<file path="src/rtl/m_ctrl_pkg.sv">
// m_ctrl_pkg: shared constants for the multi-cycle MIPS control unit.
//   state_t   - FSM state encoding (value is exported on state_out)
//   ALU_*     - ALU_operation codes
//   OP_* / FN_* - instruction opcode [31:26] and R-type funct [5:0] values
package m_ctrl_pkg;

    typedef enum logic [4:0] {
        S_IF    = 5'd0,
        S_ID    = 5'd1,
        S_MADDR = 5'd2,
        S_MRD   = 5'd3,
        S_LWWB  = 5'd4,
        S_MWR   = 5'd5,
        S_REXE  = 5'd6,
        S_RWB   = 5'd7,
        S_BR    = 5'd8,
        S_J     = 5'd9,
        S_IEXE  = 5'd10,
        S_IWB   = 5'd11,
        S_JAL   = 5'd12,
        S_JR    = 5'd13
    } state_t;

    localparam logic [2:0] ALU_AND = 3'b000;
    localparam logic [2:0] ALU_OR  = 3'b001;
    localparam logic [2:0] ALU_ADD = 3'b010;
    localparam logic [2:0] ALU_XOR = 3'b011;
    localparam logic [2:0] ALU_NOR = 3'b100;
    localparam logic [2:0] ALU_SRL = 3'b101;
    localparam logic [2:0] ALU_SUB = 3'b110;
    localparam logic [2:0] ALU_SLT = 3'b111;

    localparam logic [5:0] OP_RTYPE = 6'b000000;
    localparam logic [5:0] OP_J     = 6'b000010;
    localparam logic [5:0] OP_JAL   = 6'b000011;
    localparam logic [5:0] OP_BEQ   = 6'b000100;
    localparam logic [5:0] OP_BNE   = 6'b000101;
    localparam logic [5:0] OP_ADDI  = 6'b001000;
    localparam logic [5:0] OP_SLTI  = 6'b001010;
    localparam logic [5:0] OP_ANDI  = 6'b001100;
    localparam logic [5:0] OP_ORI   = 6'b001101;
    localparam logic [5:0] OP_XORI  = 6'b001110;
    localparam logic [5:0] OP_LUI   = 6'b001111;
    localparam logic [5:0] OP_LW    = 6'b100011;
    localparam logic [5:0] OP_SW    = 6'b101011;

    localparam logic [5:0] FN_SRL = 6'b000010;
    localparam logic [5:0] FN_JR  = 6'b001000;
    localparam logic [5:0] FN_ADD = 6'b100000;
    localparam logic [5:0] FN_SUB = 6'b100010;
    localparam logic [5:0] FN_AND = 6'b100100;
    localparam logic [5:0] FN_OR  = 6'b100101;
    localparam logic [5:0] FN_XOR = 6'b100110;
    localparam logic [5:0] FN_NOR = 6'b100111;
    localparam logic [5:0] FN_SLT = 6'b101010;

endpackage

</file>
<file path="src/rtl/m_ctrl_alu_dec.sv">
// m_ctrl_alu_dec: ALU operation select for the control FSM.
//   state  in  current FSM state
//   opcode in  Inst_in[31:26]
//   funct  in  Inst_in[5:0]
//   alu_op out ALU_operation code (000 in states that do not use the ALU)
import m_ctrl_pkg::*;

module m_ctrl_alu_dec (
    input  state_t     state,
    input  logic [5:0] opcode,
    input  logic [5:0] funct,
    output logic [2:0] alu_op
);

    always_comb begin
        alu_op = ALU_AND;
        case (state)
            S_IF, S_ID, S_MADDR: alu_op = ALU_ADD;
            S_BR:                alu_op = ALU_SUB;
            S_REXE, S_RWB: begin
                case (funct)
                    FN_ADD:  alu_op = ALU_ADD;
                    FN_SUB:  alu_op = ALU_SUB;
                    FN_AND:  alu_op = ALU_AND;
                    FN_OR:   alu_op = ALU_OR;
                    FN_XOR:  alu_op = ALU_XOR;
                    FN_NOR:  alu_op = ALU_NOR;
                    FN_SLT:  alu_op = ALU_SLT;
                    FN_SRL:  alu_op = ALU_SRL;
                    default: alu_op = ALU_ADD;
                endcase
            end
            S_IEXE, S_IWB: begin
                case (opcode)
                    OP_SLTI: alu_op = ALU_SLT;
                    OP_ANDI: alu_op = ALU_AND;
                    OP_ORI:  alu_op = ALU_OR;
                    OP_XORI: alu_op = ALU_XOR;
                    default: alu_op = ALU_ADD;   // addi, lui
                endcase
            end
            default: alu_op = ALU_AND;
        endcase
    end

endmodule

</file>
<file path="src/rtl/m_ctrl.sv">
// m_ctrl: Moore control FSM of a multi-cycle MIPS datapath.
//   clk, reset (sync, active-high) ; Inst_in (IR), zero, overflow, MIO_ready
//   MemRead, MemWrite, CPU_MIO, IorD          memory interface controls
//   IRWrite, RegWrite, PCWrite, PCWriteCond   write enables
//   RegDst, MemtoReg, ALUSrcA, ALUSrcB, PCSource, Branch  datapath muxes
//   ALU_operation, state_out                  ALU op, current state code
// Optional: define MCTRL_OVF_TRAP_EN to suppress register write-back of
// add/sub/addi results that overflowed.
import m_ctrl_pkg::*;

module m_ctrl (
    input  logic        clk,
    input  logic        reset,
    input  logic [31:0] Inst_in,
    input  logic        zero,
    input  logic        overflow,
    input  logic        MIO_ready,
    output logic        MemRead,
    output logic        MemWrite,
    output logic [2:0]  ALU_operation,
    output logic [4:0]  state_out,
    output logic        CPU_MIO,
    output logic        IorD,
    output logic        IRWrite,
    output logic        RegWrite,
    output logic        PCWrite,
    output logic        PCWriteCond,
    output logic [1:0]  RegDst,
    output logic [1:0]  MemtoReg,
    output logic        ALUSrcA,
    output logic [1:0]  ALUSrcB,
    output logic [1:0]  PCSource,
    output logic        Branch
);

    state_t     state, next_state;
    logic [5:0] opcode, funct;
    logic       wb_en;

    assign opcode = Inst_in[31:26];
    assign funct  = Inst_in[5:0];

    // zero is consumed by the datapath together with PCWriteCond/Branch.
`ifdef MCTRL_OVF_TRAP_EN
    logic unused_bits;
    assign unused_bits = &{1'b0, Inst_in[25:6], zero};
`else
    logic unused_bits;
    assign unused_bits = &{1'b0, Inst_in[25:6], zero, overflow};
`endif

    m_ctrl_alu_dec u_alu_dec (
        .state  (state),
        .opcode (opcode),
        .funct  (funct),
        .alu_op (ALU_operation)
    );

    always_ff @(posedge clk) begin
        if (reset) state <= S_IF;
        else       state <= next_state;
    end

    always_comb begin
        next_state = S_IF;
        case (state)
            S_IF:    next_state = MIO_ready ? S_ID : S_IF;
            S_ID: begin
                case (opcode)
                    OP_LW, OP_SW:   next_state = S_MADDR;
                    OP_RTYPE:       next_state = (funct == FN_JR) ? S_JR : S_REXE;
                    OP_BEQ, OP_BNE: next_state = S_BR;
                    OP_J:           next_state = S_J;
                    OP_JAL:         next_state = S_JAL;
                    OP_ADDI, OP_SLTI, OP_ANDI,
                    OP_ORI, OP_XORI, OP_LUI:
                                    next_state = S_IEXE;
                    default:        next_state = S_IF;
                endcase
            end
            S_MADDR: next_state = (opcode == OP_LW) ? S_MRD : S_MWR;
            S_MRD:   next_state = MIO_ready ? S_LWWB : S_MRD;
            S_MWR:   next_state = MIO_ready ? S_IF : S_MWR;
            S_REXE:  next_state = S_RWB;
            S_IEXE:  next_state = S_IWB;
            default: next_state = S_IF;
        endcase
    end

    // Write-back enable for RWB/IWB; overflowing add/sub/addi may be trapped.
    always_comb begin
        wb_en = 1'b1;
`ifdef MCTRL_OVF_TRAP_EN
        if (overflow) begin
            if (state == S_RWB && (funct == FN_ADD || funct == FN_SUB))
                wb_en = 1'b0;
            if (state == S_IWB && opcode == OP_ADDI)
                wb_en = 1'b0;
        end
`endif
    end

    assign state_out = state;

    always_comb begin
        MemRead     = 1'b0;
        MemWrite    = 1'b0;
        CPU_MIO     = 1'b0;
        IorD        = 1'b0;
        IRWrite     = 1'b0;
        RegWrite    = 1'b0;
        PCWrite     = 1'b0;
        PCWriteCond = 1'b0;
        RegDst      = 2'b00;
        MemtoReg    = 2'b00;
        ALUSrcA     = 1'b0;
        ALUSrcB     = 2'b00;
        PCSource    = 2'b00;
        Branch      = 1'b0;
        case (state)
            S_IF: begin
                MemRead = 1'b1;
                CPU_MIO = 1'b1;
                IRWrite = MIO_ready;    // fetch completes only when memory is ready
                PCWrite = MIO_ready;
                ALUSrcB = 2'b01;
            end
            S_ID:    ALUSrcB = 2'b11;
            S_MADDR: begin
                ALUSrcA = 1'b1;
                ALUSrcB = 2'b10;
            end
            S_MRD: begin
                MemRead = 1'b1;
                IorD    = 1'b1;
                CPU_MIO = 1'b1;
            end
            S_LWWB: begin
                RegWrite = 1'b1;
                MemtoReg = 2'b01;
            end
            S_MWR: begin
                MemWrite = 1'b1;
                IorD     = 1'b1;
                CPU_MIO  = 1'b1;
            end
            S_REXE:  ALUSrcA = 1'b1;
            S_RWB: begin
                ALUSrcA  = 1'b1;
                RegWrite = wb_en;
                RegDst   = 2'b01;
            end
            S_BR: begin
                ALUSrcA     = 1'b1;
                PCWriteCond = 1'b1;
                PCSource    = 2'b01;
                Branch      = ~opcode[0];
            end
            S_J: begin
                PCWrite  = 1'b1;
                PCSource = 2'b10;
            end
            S_JAL: begin
                PCWrite  = 1'b1;
                PCSource = 2'b10;
                RegWrite = 1'b1;
                RegDst   = 2'b10;
                MemtoReg = 2'b11;
            end
            S_JR: begin
                PCWrite  = 1'b1;
                PCSource = 2'b11;
                ALUSrcA  = 1'b1;
            end
            S_IEXE: begin
                ALUSrcA = 1'b1;
                ALUSrcB = 2'b10;
            end
            S_IWB: begin
                ALUSrcA  = 1'b1;
                ALUSrcB  = 2'b10;
                RegWrite = wb_en;
                MemtoReg = (opcode == OP_LUI) ? 2'b10 : 2'b00;
            end
            default: ;
        endcase
    end

endmodule

</file>
<file path="config.mk">
export PLATFORM = sky130hd
export DESIGN_NAME = m_ctrl
export DESIGN_NICKNAME = d
export VERILOG_FILES = /design/src/rtl/m_ctrl_pkg.sv /design/src/rtl/m_ctrl_alu_dec.sv /design/src/rtl/m_ctrl.sv
export SDC_FILE = /design/constraint.sdc
export NUM_CORES = 1
export LEC_CHECK = 0
export CAP_MARGIN = 20
export CELL_PAD_IN_SITES_DETAIL_PLACEMENT = 0
export CELL_PAD_IN_SITES_GLOBAL_PLACEMENT = 2
export CORE_MARGIN = 1
export CORE_UTILIZATION = 16
export CTS_BUF_LIST = sky130_fd_sc_hd__clkbuf_4
export CTS_CLUSTER_SIZE = 30
export DETAILED_ROUTE_END_ITERATION = 7
export GPL_TIMING_DRIVEN = 0
export PLACE_DENSITY_LB_ADDON = 0.1
export RECOVER_POWER = 50
export SLEW_MARGIN = 5
export SYNTH_ARGS = -nofsm -noshare
export SYNTH_HDL_FRONTEND = slang
export SYNTH_SLANG_ARGS = --single-unit
</file>
<file path="constraint.sdc">
create_clock -name clk -period 2.11 [get_ports clk]
set_clock_uncertainty 0.2 [all_clocks]
set_input_delay 0.422 -clock clk [delete_from_list [all_inputs] [get_ports clk]]
set_output_delay 0.422 -clock clk [all_outputs]
set_load 0.005 [all_outputs]
</file>
Word level (Yosys, flattened, before mapping):

Index checks and enable logic that the tools add are counted.

* equal/unequal tests: 33
* muxes and demuxes: 25
* bitwise operators: 1
* reductions and logical operators: 16

Operators by type and width (number)
* $eq 6x6->1 const B: 8
* $eq 6x4->1 const B: 7
* $eq 5x4->1 const B: 6
* $pmux 4 s7: 1
* $pmux 3 s4: 2
* $pmux 4 s6: 1
* $pmux 3 s7: 1
* $eq 5x3->1 const B: 4
* $eq 6x2->1 const B: 3
* $pmux 2 s3: 3
* $reduce_or 2->1: 7
* $eq 6x3->1 const B: 2
* $reduce_or 3->1: 4
* $eq 5x2->1 const B: 2
* $mux 1: 10
* $mux 3: 3
* $reduce_or 7->1: 1
* $logic_not 6->1: 1
* $reduce_or 6->1: 1
* $eq 5x1->1 const B: 1
* $logic_not 5->1: 1
* $mux 4: 1
* $pmux 2 s2: 1
* $reduce_or 4->1: 1
* 3 further kinds: 3

* register bits after elaboration: 5
* input bits: 37
* output and inout bits: 26

Longest topological paths before layout:

* word-level depth: 4
* gate-level depth with buffers: 6
* depth with buffers taken out: 5

Hierarchy:

From an unflattened synthesis, not the netlist that was laid out.

* cell total of the unflattened synthesis: 133
* area total of the unflattened synthesis: 963.4 um^2

Modules (own cells, without submodules)
* m_ctrl: times used 1, cells each 103, area an instance 753.2 um^2, seq. area each 80.1 um^2
* m_ctrl_alu_dec: times used 1, cells each 30, area an instance 210.2 um^2, seq. area each 0.0 um^2

Least setup slack after synthesis:

Ideal clock, no wire load.

* kind: input to output
* start point: in Inst_in[31]
* end point: out ALU_operation[1]
* data arrival time: 1.321 ns
* data required time: 1.488 ns
* slack: 0.167 ns
* stages: 5
* cells stage by stage: nor2_1 > nand4_1 > nor3b_1 > o22ai_1 > a22o_1

* longest elaborated chain between the ends: 3

Ends and longest elaborated chain
* from (decl): RTL line m_ctrl.sv:14 `input logic [31:0] Inst_in,`
* $eq 6x4->1: RTL line m_ctrl_alu_dec.sv:34 `case (opcode)`
* $pmux 3 s4 *: RTL line m_ctrl_alu_dec.sv:34
* $pmux 3 s4 *: RTL line m_ctrl_alu_dec.sv:17 `case (state)`
* to (decl): RTL line m_ctrl.sv:20 `output logic [2:0] ALU_operation,`

Mark *: on every way between the ends. The rest lies on a longest branch, timed or not.

Final worst setup path:

* start point: reg state[2], in the netlist state_out[2]
* end point: out ALU_operation[2]

* longest elaborated chain between the ends: 3

Ends and longest elaborated chain
* from (decl): RTL line m_ctrl.sv:36 `state_t state, next_state;`
* from (signal assigned): RTL line m_ctrl.sv:61 `else state <= next_state;`
* $eq 5x1->1 (tied with other cells): RTL line m_ctrl_alu_dec.sv:17
* $reduce_or 3->1 or $reduce_or 2->1 (tied branches): RTL line m_ctrl_alu_dec.sv:17
* $pmux 3 s4 *: RTL line m_ctrl_alu_dec.sv:17

Marked as above.

==> impl_metrics.ini <==
[status]
status = finished with violations
failed_checks = negative setup slack

[cts]
worstSkewPairLatency_ns = 0.23
cts.sinks = 4
cts.clk_slew.worst_paths_ns = 0.04
cts_root_buf = clkbuf_4
clock_path_buffers = 2
cts_tree = yes
cts_hold_buf = 0
cts_buffers = 3
ctsHtreeMaxLevel = 1

[place]
dpl.hpwl_microns = 2820
preCtsSetupSlack_ns = -1.09
portBuffers = 38
gp_congestion = 0.728

[worst_setup_path]
setup.worst_path.start_class = flop
cp_max_fo = 6
crit_path_end_kind = output port
required_ns = 1.49
crit_arrival_ns = 1.65
reg2reg_depth = 8
critPathKind = flop to output port
rrSetupSlack_ns = 0.09

[timing]
min_period_ns = 2.27
rsz0062_at_grt = yes
fmax_ghz = 0.440
fin_hold_ws_ns = 0.399
maxSlewViolCount = 0
hold_viol_final = 0
fin_crit_sh_pct = 108
timing.final.ws_setup_ns = -0.162
setup_violations = 6

[logic_synthesis]
ys_types = 47
yosysWarnings = 0
synth-edff-count = 0
synth_fp_nets = 176
yosys-top-cells-area = dfxtp_1 9.1%, nor2_1 7.7%, a21oi_1 6.3%, nand2_1 5.5%, nand2b_1 5.0%
syn_area_sq_um = 880
avgSynthCellArea_sq_um = 6.33
syn_inst = 139
synthArstFlopShare_pct = 0
ys_ff_latch = 4
yosysSeqAreaShare_pct = 9.10
synth_top_area_share_pct = 9.10
synthFlopType = dfxtp_1
synth_area_leader_cell = dfxtp_1

[worst_hold_path]
hp-class = primary input to flop
holdPathStages = 3

[global_routing]
use_met2_pct = 23.5
antenna_found_initial = 0
grt_pass1_wl_microns = 6550
grt_overflow = 0
track_usage_pct = 14.1
globalRouteMet3Util_pct = 2.63
grt_util_met1_pct = 17.8
grt_max_degree = 11
busiest_layer = met2
first_global_vias = 1337

[floorplanning]
rows = 26
die_h_microns = 76.1
fp.dieW_microns = 76.1
fp.dieArea_sq_mm = 0.00580
io_pins = 63
start_util_pct = 16.9
coreArea_sq_mm = 0.00520

[finish]
fill_cells = 566
largest_register_ffs = 4
final_nets = 252
drive_gt1_share_pct = 54.9
diodes = 0
synthToLayoutAreaGrowth_pct = 113

[power_and_ir_drop]
powerDensity_mw_per_mm2 = 191
p_leak_nw = 0.793
ir_drop_v = 0.000103

[routing]
drt-initial-drc-count = 51
drc = 0
postRouteAntennaNets = 0
wl_per_cell_microns = 14.9
first_pass_iters = 4
vias_per_cell = 4.67
finalWirelength_microns = 4210
vias = 1321

[run]
drv_cap = 0
-- layout make-up --
type | count | area [sq um] | area share (%)
well taps | 70 | 87.6 | 4.67
repair buffers | 71 | 533 | 28.4
plain buffers | 12 | 184 | 9.80
inverters | 4 | 15.0 | 0.800
clock buffers | 3 | 22.5 | 1.20
flip-flops and latches | 4 | 87.6 | 4.67
multi-input cells | 119 | 947 | 50.5
-- critical path, stage by stage (launching register included) --
cell,delay [ns]
dfxtp_2,0.32
buf_6,0.13
nand2_4,0.05
or3_4,0.40
nor4_4,0.27
or3_1,0.15
clkbuf_2,0.11
-- cell families (layout without fill, tap and decap cells) --
| kind of cell | Yosys count | after routing | synth area share [%] |
|---|---|---|---|
| muxes | 2 | 2 | 2.28 |
| buffers and inverters | 16 | 90 | 8.82 |
| other | 1 | 1 | 0.426 |
| DFF | 4 | 4 | 9.10 |
| and+or+nand+nor | 76 | 76 | 48.9 |
| AOI/OAI and AO/OA | 38 | 38 | 28.5 |
| xor gates and xnor gates | 2 | 2 | 1.99 |
-- cell usage in the layout, fill, tap and decap left out, types with 4 or more instances in the layout --
master         synthesis  routed
nor2_4                 0       4
clkbuf_16              0       4
nor2b_1                5       4
nand2b_1               7       4
a21oi_1               11       8
dlygate4sd3_1          0       4
clkbuf_2               0      11
nor2_1                18      14
buf_2                  5      12
nand2_1               13      11
buf_6                  1      11
o21ai_0                6       4
dlygate4sd2_1          0       7
nand2b_4               1       4
buf_4                  1      28
-- Yosys cell counts (3+ instances only) --
master / instances
buf_2: 5
o21ai_0: 6
nor4_1: 5
inv_1: 3
clkbuf_1: 5
a31oi_1: 3
or2_1: 3
dfxtp_1: 4
nor3_1: 6
nor2b_1: 5
or3_1: 4
a21oi_1: 11
nand2b_1: 7
nand2_1: 13
o21a_1: 3
nor2_1: 18
-- where the power goes --
part	switching, mW	internal [mW]	total (mW)
registers	0.00136	0.0769	0.0783
clock network	0.0298	0.0635	0.0933
logic	0.0985	0.0893	0.188
-- routing by layer --
| metal | vias to the layer above | wire (microns) |
|---|---|---|
| met5 | - | 0 |
| met4 | 0 | 23 |
| met2 | 31 | 2100 |
| met1 | 631 | 1930 |
| li1 | 657 | - |
| met3 | 2 | 152 |
-- metrics by stage --
stage	util, %	power, mW	std cells	instance area [sq um]	TNS, ns
floorplan	-	0.153	139	880	0
global placement	25.9	0.226	247	1350	-9.69
detailed placement	25.9	0.226	247	1350	-9.63
CTS	33.2	0.350	270	1730	-0.438
global route	36.1	0.390	283	1880	-1.30
finish	36.1	0.359	283	1880	-0.527
-- what timing repair did --
action / in CTS / in global routing
resized for setup: 125 / 61
buffers inserted: 19 / 13
endpoints found under the setup margin: 24 / 14
hold endpoints to repair: 0 / 0
pin swaps: 18 / 20
cloned: 1 / 2
-- worst paths after layout --
kind | endpoint | start
max | ALU_operation[2] | state_out[2]$_SDFF_PP0_
min | state_out[3]$_SDFF_PP0_ | Inst_in[29]
max reg2reg | state_out[0]$_SDFF_PP0_ | state_out[2]$_SDFF_PP0_
min reg2reg | state_out[0]$_SDFF_PP0_ | state_out[0]$_SDFF_PP0_
Note: power is estimated with default switching activity, not from simulation.
